## src/rtl/div_freq_monitor_if.sv

```systemverilog
// ---------------------------------------------------------------------------
// div_freq_monitor_if
//   Bundles the measurement-side signals of div_freq_monitor.
//   master: the environment (drives en / div_in, observes results).
//   slave : the monitor itself.
//
//   Signals
//     en          measurement enable
//     div_in      divided clock under test, treated as asynchronous data
//     count_out   edge count of the last completed window (CNT_W bits)
//     count_valid one-cycle pulse when count_out updates
//     in_range    last completed window was inside EXPECTED +/- TOL
//     locked      frequency lock flag
//     lost_lock   one-cycle pulse on a LOCKED -> UNLOCKED transition
//     state_dbg   current lock FSM state (0 UNLOCKED, 1 CHECKING, 2 LOCKED)
//
//   Handshake: count_valid is a pure qualifier with no ready. It is high
//   for exactly one cycle per completed window; count_out and in_range
//   change only on that cycle and hold afterwards. A consumer cannot
//   stall the monitor, so it must capture on the count_valid cycle.
// ---------------------------------------------------------------------------
interface div_freq_monitor_if #(
    parameter int CNT_W = 10
);
    logic             en;
    logic             div_in;
    logic [CNT_W-1:0] count_out;
    logic             count_valid;
    logic             in_range;
    logic             locked;
    logic             lost_lock;
    logic [1:0]       state_dbg;

    modport master (
        output en, div_in,
        input  count_out, count_valid, in_range, locked, lost_lock, state_dbg
    );

    modport slave (
        input  en, div_in,
        output count_out, count_valid, in_range, locked, lost_lock, state_dbg
    );
endinterface

```

## src/rtl/div_freq_monitor.sv

```systemverilog
// ---------------------------------------------------------------------------
// div_freq_monitor
//   Counts rising edges of a divided clock (sampled as data on clk) over a
//   gate window of GATE_CYCLES reference cycles, reports the count and
//   declares lock after LOCK_WINDOWS consecutive windows within
//   EXPECTED +/- TOL.
//
//   Ports
//     clk  reference clock, all logic on its rising edge
//     rst  synchronous active-high reset
//     mon  div_freq_monitor_if.slave (en, div_in in; count_out,
//          count_valid, in_range, locked, lost_lock, state_dbg out)
//
//   Build option
//     DIV_FREQ_MON_SYNC_EN defined  : two-flop synchronizer ahead of s_cur
//                                     (div_in -> edge term 3 cycles).
//     DIV_FREQ_MON_SYNC_EN undefined: single sampling flop, for synchronous
//                                     sources (div_in -> edge term 2 cycles).
// ---------------------------------------------------------------------------
module div_freq_monitor #(
    parameter int GATE_CYCLES  = 1024,
    parameter int CNT_W        = 10,
    parameter int EXPECTED     = 512,
    parameter int TOL          = 2,
    parameter int LOCK_WINDOWS = 4
) (
    input logic               clk,
    input logic               rst,
    div_freq_monitor_if.slave mon
);
    localparam int GATE_W  = (GATE_CYCLES > 1) ? $clog2(GATE_CYCLES) : 1;
    localparam int MATCH_W = $clog2(LOCK_WINDOWS + 1);

    localparam logic [GATE_W-1:0]  GATE_LAST    = GATE_W'(GATE_CYCLES - 1);
    localparam logic [CNT_W-1:0]   CNT_MAX      = '1;
    localparam logic [MATCH_W-1:0] MATCH_TARGET = MATCH_W'(LOCK_WINDOWS);
    // Band limits in 32-bit unsigned so a small EXPECTED cannot wrap below 0.
    localparam logic [31:0] RANGE_LO = (EXPECTED > TOL) ? 32'(EXPECTED - TOL) : 32'd0;
    localparam logic [31:0] RANGE_HI = 32'(EXPECTED + TOL);

    typedef enum logic [1:0] {
        UNLOCKED = 2'd0,
        CHECKING = 2'd1,
        LOCKED   = 2'd2
    } state_t;

    state_t             state_q, state_d;
    logic [MATCH_W-1:0] match_q, match_d;
    logic [GATE_W-1:0]  gate_cnt;
    logic [CNT_W-1:0]   edge_cnt;
    logic [CNT_W-1:0]   edge_sum;
    logic [CNT_W-1:0]   count_q;
    logic               valid_q, in_range_q, locked_q, lost_q;
    logic               s_cur, s_prev;
    logic               edge_det, win_close, in_rng_now;

    // ---------------- input sampling ----------------
`ifdef DIV_FREQ_MON_SYNC_EN
    logic sync_meta;
    always_ff @(posedge clk) begin
        if (rst) begin
            sync_meta <= 1'b0;
            s_cur     <= 1'b0;
        end else begin
            sync_meta <= mon.div_in;
            s_cur     <= sync_meta;
        end
    end
`else
    always_ff @(posedge clk) begin
        if (rst) s_cur <= 1'b0;
        else     s_cur <= mon.div_in;
    end
`endif

    // The history flop keeps running while en=0 so a re-enabled window
    // does not see a spurious edge from stale history.
    always_ff @(posedge clk) begin
        if (rst) s_prev <= 1'b0;
        else     s_prev <= s_cur;
    end

    assign edge_det  = s_cur & ~s_prev;
    assign win_close = mon.en && (gate_cnt == GATE_LAST);

    // Running count including this cycle's edge; this is also the final
    // count on the closing cycle, so a closing-cycle edge stays in its window.
    assign edge_sum   = (edge_det && (edge_cnt != CNT_MAX)) ? edge_cnt + CNT_W'(1) : edge_cnt;
    assign in_rng_now = (32'(edge_sum) >= RANGE_LO) && (32'(edge_sum) <= RANGE_HI);

    // ---------------- lock FSM: next state ----------------
    always_comb begin
        state_d = state_q;
        match_d = match_q;
        if (!mon.en) begin
            state_d = UNLOCKED;
            match_d = '0;
        end else if (win_close) begin
            case (state_q)
                UNLOCKED: begin
                    if (in_rng_now) begin
                        match_d = MATCH_W'(1);
                        state_d = (LOCK_WINDOWS == 1) ? LOCKED : CHECKING;
                    end
                end
                CHECKING: begin
                    if (in_rng_now) begin
                        match_d = match_q + MATCH_W'(1);
                        if (match_d == MATCH_TARGET) state_d = LOCKED;
                    end else begin
                        state_d = UNLOCKED;
                        match_d = '0;
                    end
                end
                LOCKED: begin
                    if (!in_rng_now) begin
                        state_d = UNLOCKED;
                        match_d = '0;
                    end
                end
                default: begin
                    state_d = UNLOCKED;
                    match_d = '0;
                end
            endcase
        end
    end

    // ---------------- registers ----------------
    always_ff @(posedge clk) begin
        if (rst) begin
            state_q    <= UNLOCKED;
            match_q    <= '0;
            gate_cnt   <= '0;
            edge_cnt   <= '0;
            count_q    <= '0;
            valid_q    <= 1'b0;
            in_range_q <= 1'b0;
            locked_q   <= 1'b0;
            lost_q     <= 1'b0;
        end else begin
            state_q  <= state_d;
            match_q  <= match_d;
            locked_q <= (state_d == LOCKED);
            valid_q  <= win_close;
            // en=0 forces UNLOCKED silently; only a failed window reports loss.
            lost_q   <= win_close && (state_q == LOCKED) && !in_rng_now;
            if (!mon.en) begin
                gate_cnt <= '0;
                edge_cnt <= '0;
            end else if (win_close) begin
                gate_cnt   <= '0;
                edge_cnt   <= '0;
                count_q    <= edge_sum;
                in_range_q <= in_rng_now;
            end else begin
                gate_cnt <= gate_cnt + GATE_W'(1);
                edge_cnt <= edge_sum;
            end
        end
    end

    assign mon.count_out   = count_q;
    assign mon.count_valid = valid_q;
    assign mon.in_range    = in_range_q;
    assign mon.locked      = locked_q;
    assign mon.lost_lock   = lost_q;
    assign mon.state_dbg   = state_q;
endmodule

```

## src/flat_wrapper.sv

```systemverilog
// flat-port wrapper written by rule: the top's interface ports become plain ports
module div_freq_monitor_flat 
#(
    parameter int GATE_CYCLES  = 1024,
    parameter int CNT_W        = 10,
    parameter int EXPECTED     = 512,
    parameter int TOL          = 2,
    parameter int LOCK_WINDOWS = 4
)
  (clk, rst, mon_en, mon_div_in, mon_count_out, mon_count_valid, mon_in_range, mon_locked, mon_lost_lock, mon_state_dbg);
  div_freq_monitor_if #(.CNT_W(CNT_W)) mon_i ();
  input logic clk;
  input logic rst;
  input wire logic [$bits(mon_i.en)-1:0] mon_en;
  input wire logic [$bits(mon_i.div_in)-1:0] mon_div_in;
  output wire logic [$bits(mon_i.count_out)-1:0] mon_count_out;
  output wire logic [$bits(mon_i.count_valid)-1:0] mon_count_valid;
  output wire logic [$bits(mon_i.in_range)-1:0] mon_in_range;
  output wire logic [$bits(mon_i.locked)-1:0] mon_locked;
  output wire logic [$bits(mon_i.lost_lock)-1:0] mon_lost_lock;
  output wire logic [$bits(mon_i.state_dbg)-1:0] mon_state_dbg;
  assign mon_i.en = mon_en;
  assign mon_i.div_in = mon_div_in;
  assign mon_count_out = mon_i.count_out;
  assign mon_count_valid = mon_i.count_valid;
  assign mon_in_range = mon_i.in_range;
  assign mon_locked = mon_i.locked;
  assign mon_lost_lock = mon_i.lost_lock;
  assign mon_state_dbg = mon_i.state_dbg;
  div_freq_monitor #(.GATE_CYCLES(GATE_CYCLES), .CNT_W(CNT_W), .EXPECTED(EXPECTED), .TOL(TOL), .LOCK_WINDOWS(LOCK_WINDOWS)) u_core (.clk(clk), .rst(rst), .mon(mon_i));
endmodule
```

## config.mk

```make
export PLATFORM = sky130hd
export DESIGN_NAME = div_freq_monitor_flat
export DESIGN_NICKNAME = d
export VERILOG_FILES = /design/src/rtl/div_freq_monitor_if.sv /design/src/rtl/div_freq_monitor.sv /design/src/flat_wrapper.sv
export SDC_FILE = /design/constraint.sdc
export NUM_CORES = 1
export LEC_CHECK = 0
export CAP_MARGIN = 20
export CORE_UTILIZATION = 51
export DETAILED_ROUTE_END_ITERATION = 16
export PLACE_DENSITY = 0.76
export SLEW_MARGIN = 15
export SYNTH_ARGS = -nofsm -noshare
export SYNTH_HDL_FRONTEND = slang
export SYNTH_SLANG_ARGS = --single-unit
```

## constraint.sdc

```tcl
create_clock -name clk -period 2.25 [get_ports clk]
set_clock_uncertainty 0.15 [all_clocks]
set_input_delay 0.45 -clock clk [delete_from_list [all_inputs] [get_ports clk]]
set_output_delay 0.45 -clock clk [all_outputs]
set_load 0.03 [all_outputs]
```

# After elaboration in Yosys (flattened, before gate mapping)
# Index checks and enable logic that the tools add are counted.
# classes
n_addsub	3
mul	0
n_div	0
n_lt_le_gt_ge	2
eq_ne	8
shift	0
mux	12
n_bitwise	3
reduce_logical	11
# op_table
op	n
$add 10x1->10 const B	2
$mux 2	6
$eq 10x10->1 const B	1
$ge 10x9->1 const B	1
$le 10x10->1 const B	1
$mux 10	1
$ne 10x10->1 const B	1
$mux 3	3
$pmux 3 s3	1
$pmux 2 s3	1
$logic_and 1x1->1	5
$eq 2x2->1 const B	2
$add 3x1->3 const B	1
$eq 3x3->1 const B	1
$reduce_and 3->1	1
$reduce_or 3->1	1
$eq 2x1->1 const B	1
$logic_not 2->1	1
$ne 2x1->1 const B	1
$ne 2x2->1 const B	1
$not 1->1	2
$reduce_and 2->1	1
$reduce_or 2->1	1
$and 1x1->1	1
$logic_not 1->1	1
# totals
register_bits	41
latchBits	0
ram_bits	0
romBits	0
wordCells	50
memories	0

# Longest topological paths before layout
# Gate-level depths: netlist of the first run.
# logic_depth
ltp_word	11
ltp_mapped	9
ltp_nobuf	9

# Least setup slack after synthesis of the first run
# OpenSTA, ideal clock, no wires.
# synth_path
path_kind	register to register
startpoint	register u_core.edge_cnt[0]
endpoint	register u_core.match_q[0]
setup_ps	58
t_arrival_ps	2015
slack_ps	27
stages_incl_launch_ff	9
path_buffers	0
synth_period_minus_slack_ps	2223
path_cell_list	dfxtp_1 -> ha_1 -> and4b_4 -> and2_4 -> a31oi_1 -> nand4b_1 -> or2_4 -> a2111oi_2 -> o21a_1
# synth_via
elab_chain_len	7
word_cells_on_any_way	12
cone_classes	add/sub: 1; order compare: 2; eq/ne: 3; mux: 3; reduce/logical: 3
# synth_lines
element	line_no	rtl
start, declared	div_freq_monitor.sv:50	logic [CNT_W-1:0] edge_cnt;
start signal, assigned	div_freq_monitor.sv:158	edge_cnt <= edge_sum;
parallel branches: the longest is 2 deep, another holds $add 10x1->10	-	
$mux 10 *	div_freq_monitor.sv:88	assign edge_sum = (edge_det && (edge_cnt != CNT_MAX)) ? edge_cnt + CNT_W'(1) : edge_cnt;
$ge 10x9->1 / $le 10x10->1 (equally long branches)	div_freq_monitor.sv:89	assign in_rng_now = (32'(edge_sum) >= RANGE_LO) && (32'(edge_sum) <= RANGE_HI);
$logic_and 1x1->1 *	div_freq_monitor.sv:89	
$mux 3 (tied with other cells)	div_freq_monitor.sv:107	if (in_rng_now) begin
$pmux 3 s3 / $reduce_and 3->1 (equally long branches)	-	
end signal, assigned	div_freq_monitor.sv:143	match_q <= match_d;
end, declared	div_freq_monitor.sv:48	logic [MATCH_W-1:0] match_q, match_d;
# Mark *: on every way between the ends.
# A chain may end at the register's enable or synchronous reset.

# Final worst setup path of the first run
# layout_path
startpoint	register u_core.edge_cnt[1]
endpoint	register u_core.match_q[2]
# Same word-level chain as after synthesis.

==> metrics.md, run 1 <==
| Metric | Value |
|---|---|
| Most frequent cells in the layout | 33 x nor2_1, 31 x dfxtp_1, 30 x buf_4 |
| Sequential cell area fraction in the yosys report | 0.398 |
| Leading area contributor after synthesis | dfxtp_1 |
| Synth Net Count | 240 |
| Arr. time, crit path | 2320 ps |
| Total grt overflow | 0 |
| Via count | 1818 |
| Final WS setup | -52.9 ps |
| Commonest non-fill, non-tap cell in the layout | nor2_1 |
| Final instance area | 0.00267 mm2 |
| Reg2reg end | u_core.match_q[2] |
| Most used cell, CP | mux2i_1 |
| Synth Instances | approximately 230 |
| First-pass GRT wire length | 8.22 mm |
| Clock period minus worst slack | 2300 ps |
| Slew Viols, Final | 0 |
| Hold slack final | 289 ps |
| Port bufs | 19 |
| Crit Path Max Fanout | 5 |
| CP max-delay cell | dfxtp_4 |
| Layout Nets | 283 |
| P_leak | 0.978 nW |
| Final worst-path cycle share | 1.02 |
| Multi-input logic area | about 0.0012 mm2 |
| CTS Buffer Depth | 2 |
| Syn-to-layout area delta | 29.2% |
| Status | finished with violations |
| Number of synthesized flops with an enable pin | 0 |
| Cell Area, Synth | 0.00206 mm2 |
| Sequential Area | between 800 and 900 um2 |
| H-tree depth | 2 |
| Remaining DRCs | 0 |
| FMAX | 0.434 GHz |
| Die ar. | 0.00430 mm2 |
| Synth area leaders | dfxtp_1 40%, nor2_1 6.2%, nand3_1 3.2%, nand2_1 3.1%, xnor2_1 3.0% |
| Hold depth | 1 |
| Worst-Skew Late Latency | between 200 and 300 ps |
| Vias in the first global route | 1833 |
| Via density | approximately 5.6 |
| Routed WL | 4.88 mm |
| End-of-flow core utilization | 0.707 |
| Crit-path max cell delay | 380 ps |
| Routed len/inst | around 15 um |
| Placement Cell Area | 0.00239 mm2 |
| FF-to-FF setup slack | -50 ps |
| HP Class | register to register |
| Worst-margin pin slew | 361 ps |
| FF-to-FF Start | u_core.edge_cnt[1] |
| Buf+Inv Stages, Crit Path | 0 |
| Crit Path Category | register to register |
| Share of the synthesized area in the top cell type | 0.398 |
| Die height | 65.6 um |
| Worst Path Required | 2270 ps |
| Unrepaired setup endpoints after global routing | yes |
| Largest net degree at the start of global routing | 21 |
| Die Wd | 65.6 um |
| Final setup fails | 3 |
| R2R depth | 9 |
| Drt first pass iters | 4 |
| Row cnt | 22 |
| Yosys reg bits | 41 |
| Clock root buffer | clkbuf_8 |
| Max cap viols | 0 |
| Ys async rst share | 0 |
| Initial antenna violation count | 0 |
| Starting DRT DRC Count | 115 |
| CTS tree | done |
| Hold path endpoint | u_core.gate_cnt[0] |
| Relative slew slack | 0.759 |
| CP endpoint kind | register |
| Hold Buf Count CTS | 0 |
| Share of post-route cells with drive strength above 1 | 0.283 |
| Post-route ant nets | 0 |
| Min-delay src | u_core.gate_cnt[0] |
| FILL cells | roughly 270 |
| Final Hold Fails | 0 |
| Clock sink total | 41 |
| Crit path cell chain | ha_4 > and4b_4 > nand4_1 > mux2i_1 > o211a_1 > nand4b_4 > nand2_4 > mux2i_1 > o211ai_1 |
| Synth cell types | 52 |
| Starting density of the core | 0.547 |
| CP startpoint kind | register |
| Core area | 0.00377 mm2 |
| PD cells | between 500 and 600 mW/mm2 |
| Hpwl dp | 3.30 mm |
| Failing checks | setup timing |
| CTS Buf Count | 5 |
| # IOs | 20 |
| Delay-heaviest family, CP | simple AND/OR/NAND/NOR gates |
| Max VDD drop | 0.397 mV |
| Placer Congestion | between 0.9 and 1 |
| Most used DFF post-synth | dfxtp_1 |
| Synth warn | 0 |
| All-Layer GR Usage | 0.254 |
| Syn Area/Cell | 8.89 um2 |
| Clk pin slew, worst setup/hold paths | roughly 70 ps |
| Number of diodes | 0 |
## power by group
group | switching (W) | internal [W]
sequential | 0.00000427 | 0.000728
clock | 0.000246 | 0.000362
combinational | 0.0000236 | 0.0000201
total | 0.000274 | 0.00111
## flip-flops by register name, indices dropped and copies added, names as in the netlist
name                    flops
u_core.match_q              3
u_core.mon.locked           1
u_core.s_prev               1
u_core.edge_cnt            10
u_core.mon.count_out       10
u_core.gate_cnt            10
u_core.mon.in_range         1
u_core.mon.lost_lock        1
u_core.mon.state_dbg        2
u_core.mon.count_valid      1
u_core.s_cur                1
## synth_stat cells, types with 4 or more instances
cell	instances
ha_1	4
xnor2_1	7
xor2_1	7
buf_6	5
and3_1	5
o21ai_0	5
nor2_1	34
nand3_1	13
nor2b_1	4
clkbuf_1	4
nand2_1	17
a211oi_1	6
nor3_1	9
dfxtp_1	41
a21oi_1	10
inv_1	6
## logic make-up (layout without fill, tap and decap cells)
family,after synthesis,count (layout),synth area share
xor gates and xnor gates,14,14,0.0594
AOI/OAI and AO/OA,42,42,0.147
adders and majority gates,4,4,0.0243
muxes,4,4,0.0212
DFF,41,41,0.398
buffers and inverters,19,63,0.0661
and+or+nand+nor,108,108,0.284
## area by class of cell
cell class,count,share of cell area
Multi-Input combinational cell,172,0.455
Clock buffer,7,0.0324
Timing Repair Buffer,49,0.156
Inverter,6,0.00845
Tap cell,48,0.0225
Clock inverter,1,0.0113
Sequential cell,41,0.314
## worst max path at each step
stage / start / endpoint / slack, ps / cells after the start
finish: u_core.edge_cnt[1] / u_core.match_q[2] / -50 / 9
global route: u_core.edge_cnt[1] / u_core.match_q[2] / -160 / 9
CTS: u_core.edge_cnt[0] / u_core.match_q[0] / -20 / 8
detailed placement: u_core.edge_cnt[1] / u_core.match_q[2] / -80 / 9
global placement: u_core.edge_cnt[0] / u_core.match_q[2] / -50 / 9
floorplan: u_core.edge_cnt[0] / u_core.match_q[0] / 30 / 8
## metrics by stage
stage / TNS, ps / cells / power (W) / setup WS (ps)
2_1_floorplan: 0 / 232 / 0.000771 / 26.9
3_3_place_gp: -82.2 / 312 / 0.000791 / -49.3
3_5_place_dp: -209 / 312 / 0.000792 / -81.3
4_1_cts: -36.3 / 323 / 0.00139 / -23.9
5_1_grt: -687 / 324 / 0.00143 / -159
6_report: -101 / 324 / 0.00138 / -52.9
## repair_timing
item | 4_1_cts | 5_1_grt
resized for setup | 16 | 16
pin swaps | 8 | 14
setup endpoints to repair | 6 | 12
setup buffers | 3 | 1
## metal layers
layer  vias to the layer above  part of all wire  global-route usage
met4                         0             0.036               0.166
met1                       846              0.42               0.297
met3                        16             0.046              0.0486
met2                        52              0.50               0.420
met5                         -                 0                   0
li1                        904                 -                   -
No activity file was read; power rests on OpenSTA's default activity.
==> inputs of run 2 (changes only) <==
- CORE_UTILIZATION: 51 -> 40
- CTS_CLUSTER_DIAMETER: default -> 60
- PLACE_DENSITY: 0.76 -> 0.63
==> metrics.md, run 2 (synthesis gave the netlist of run 1 again) <==
| Metric | Value |
|---|---|
| Commonest non-fill, non-tap cell in the layout | buf_4 (was nor2_1) |
| Via density | 5.25 (was 5.61) |
| Status | finished with violations (unchanged) |
| Max VDD drop | 0.331 mV (was 0.397 mV) |
| Via count | 1833 (was 1818) |
| Initial antenna violation count | 0 (unchanged) |
| Clock sink total | 41 (unchanged) |
| Worst Path Required | 2340 ps (was 2270 ps) |
| FMAX | 0.438 GHz (was 0.434 GHz) |
| Worst-Skew Late Latency | 290 ps (about the same) |
| Arr. time, crit path | 2370 ps (was 2320 ps) |
| First-pass GRT wire length | 8.11 mm (was 8.22 mm) |
| Failing checks | setup timing (unchanged) |
| Worst-margin pin slew | 326 ps (was 361 ps) |
| Hold depth | 1 (unchanged) |
| Remaining DRCs | 0 (unchanged) |
| Final worst-path cycle share | 1.01 (was 1.02) |
| Routed WL | 4.75 mm (was 4.88 mm) |
| Final Power | 0.00147 W (was 0.00138 W) |
| HP Class | register to register (unchanged) |
| Layout Cells excl Fill | 349 (was 324) |
| P_leak | 1.00 nW (was 0.978 nW) |
| Clock root buffer | clkbuf_8 (unchanged) |
| FILL cells | 413 (was 269) |
| Most frequent cells in the layout | 35 x buf_4, 34 x nor2_1, 32 x dfxtp_1 (was 33 x nor2_1, 31 x dfxtp_1, 30 x buf_4) |
| Slew Viols, Final | 0 (unchanged) |
| Final Hold Fails | 0 (unchanged) |
| Port bufs | 19 (unchanged) |
| R2R depth | 8 (was 9) |
| CTS Buf Count | 5 (unchanged) |
| Hpwl dp | 3.29 mm (was 3.30 mm) |
| Clk pin slew, worst setup/hold paths | 80 ps (was 70 ps) |
| Drt first pass iters | 4 (unchanged) |
| Row cnt | 25 (was 22) |
| Layout Nets | 289 (was 283) |
| Relative slew slack | 0.781 (was 0.759) |
| Share of post-route cells with drive strength above 1 | 0.287 (was 0.283) |
| Starting density of the core | 0.426 (was 0.547) |
| Max cap viols | 0 (unchanged) |
| Crit Path Category | register to register (unchanged) |
| Core area | 0.00485 mm2 (was 0.00377 mm2) |
| Crit Path Max Fanout | 5 (unchanged) |
| Final setup fails | 3 (unchanged) |
| CTS tree | done (unchanged) |
| All-Layer GR Usage | 0.192 (was 0.254) |
| PD cells | 533 mW/mm2 (was 519 mW/mm2) |
| Unrepaired setup endpoints after global routing | yes (unchanged) |
| CP endpoint kind | register (unchanged) |
| Multi-input logic area | 0.00121 mm2 (about the same) |
| Placer Congestion | 0.855 (was 0.938) |
| CTS Buffer Depth | 2 (unchanged) |
| Vias in the first global route | 1773 (was 1833) |
| Die height | 73.8 um (was 65.6 um) |
| Final WS setup | -32.6 ps (was -52.9 ps) |
| # IOs | 20 (unchanged) |
| Number of diodes | 0 (unchanged) |
| Sequential Area | 840 um2 (was 838 um2) |
| Die Wd | 73.8 um (was 65.6 um) |
| Post-route ant nets | 0 (unchanged) |
| Routed len/inst | 13.6 um (was 15.0 um) |
| Clock period minus worst slack | 2280 ps (was 2300 ps) |
| CP startpoint kind | register (unchanged) |
| Total grt overflow | 0 (unchanged) |
| Die ar. | 0.00545 mm2 (was 0.00430 mm2) |
| Syn-to-layout area delta | 33.7% (was 29.2%) |
| Hold slack final | 288 ps (was 289 ps) |
| Placed cells | 332 (was 312) |
| Hold Buf Count CTS | 0 (unchanged) |
| Largest net degree at the start of global routing | 21 (unchanged) |
| H-tree depth | 2 (unchanged) |
| Post-Route Setup TNS | -66.6 ps (was -101 ps) |
| Starting DRT DRC Count | 125 (was 115) |
## run 2: changes by cell type in the layout (fill, tap and decap cells not counted), sizes merged
cell / delta
clkbuf: -2
bufinv: +1
buf: +6
clkinv: +1
## run 2: worst paths after layout
check                           from            endpoint  slack [ps]
hold / removal    u_core.gate_cnt[0]  u_core.gate_cnt[0]         290
hold reg to reg   u_core.gate_cnt[0]  u_core.gate_cnt[0]         290
setup / recovery  u_core.edge_cnt[0]   u_core.match_q[0]         -30
setup reg to reg  u_core.edge_cnt[0]   u_core.match_q[0]         -30
## run 2: what timing repair did
item	in CTS	in global routing
endpoints found under the setup margin	7	9
gates resized for setup	18	12
hold endpoints to repair	0	0
pin swaps	14	11
buffers inserted	7	2
## run 2: layer usage
metal | global-route usage | vias up | part of all wire
li1 | - | 922 | -
met3 | 0.0425 | 11 | 0.031
met4 | 0.0855 | 0 | 0.022
met5 | 0 | - | 0
met2 | 0.323 | 34 | 0.49
met1 | 0.232 | 866 | 0.45
## run 2: final cells by class
type | instances | area share
clock buffer | 5 | 0.0249
clock inverter | 3 | 0.0236
inverter | 6 | 0.00816
multi-input combinational | 172 | 0.440
sequential | 41 | 0.304
tap | 67 | 0.0304
timing repair buffer | 55 | 0.168
## run 2: stage by stage
step,util,worst slack (ps),area [um2]
global route,0.569,-150,2760
floorplan,-,26.9,2060
detailed placement,0.500,-128,2430
CTS,0.555,-16.8,2690
finish,0.569,-32.6,2760
global placement,0.500,-137,2430
## run 2: power breakdown
part           switching (W)  internal [W]  total [W]  leakage [nW]
combinational      0.0000233     0.0000190  0.0000423         0.600
clock               0.000257      0.000441   0.000698        0.0681
sequential        0.00000408      0.000726   0.000731         0.336
## run 2: critical path: stages, from the launching register on
cell and delay [ps]:
dfxtp_4 370, ha_4 140, and4b_4 280, and2_4 200, o21a_1 120, nand4b_1 140, or2_4 310, a2111oi_4 370
o21a_1 150
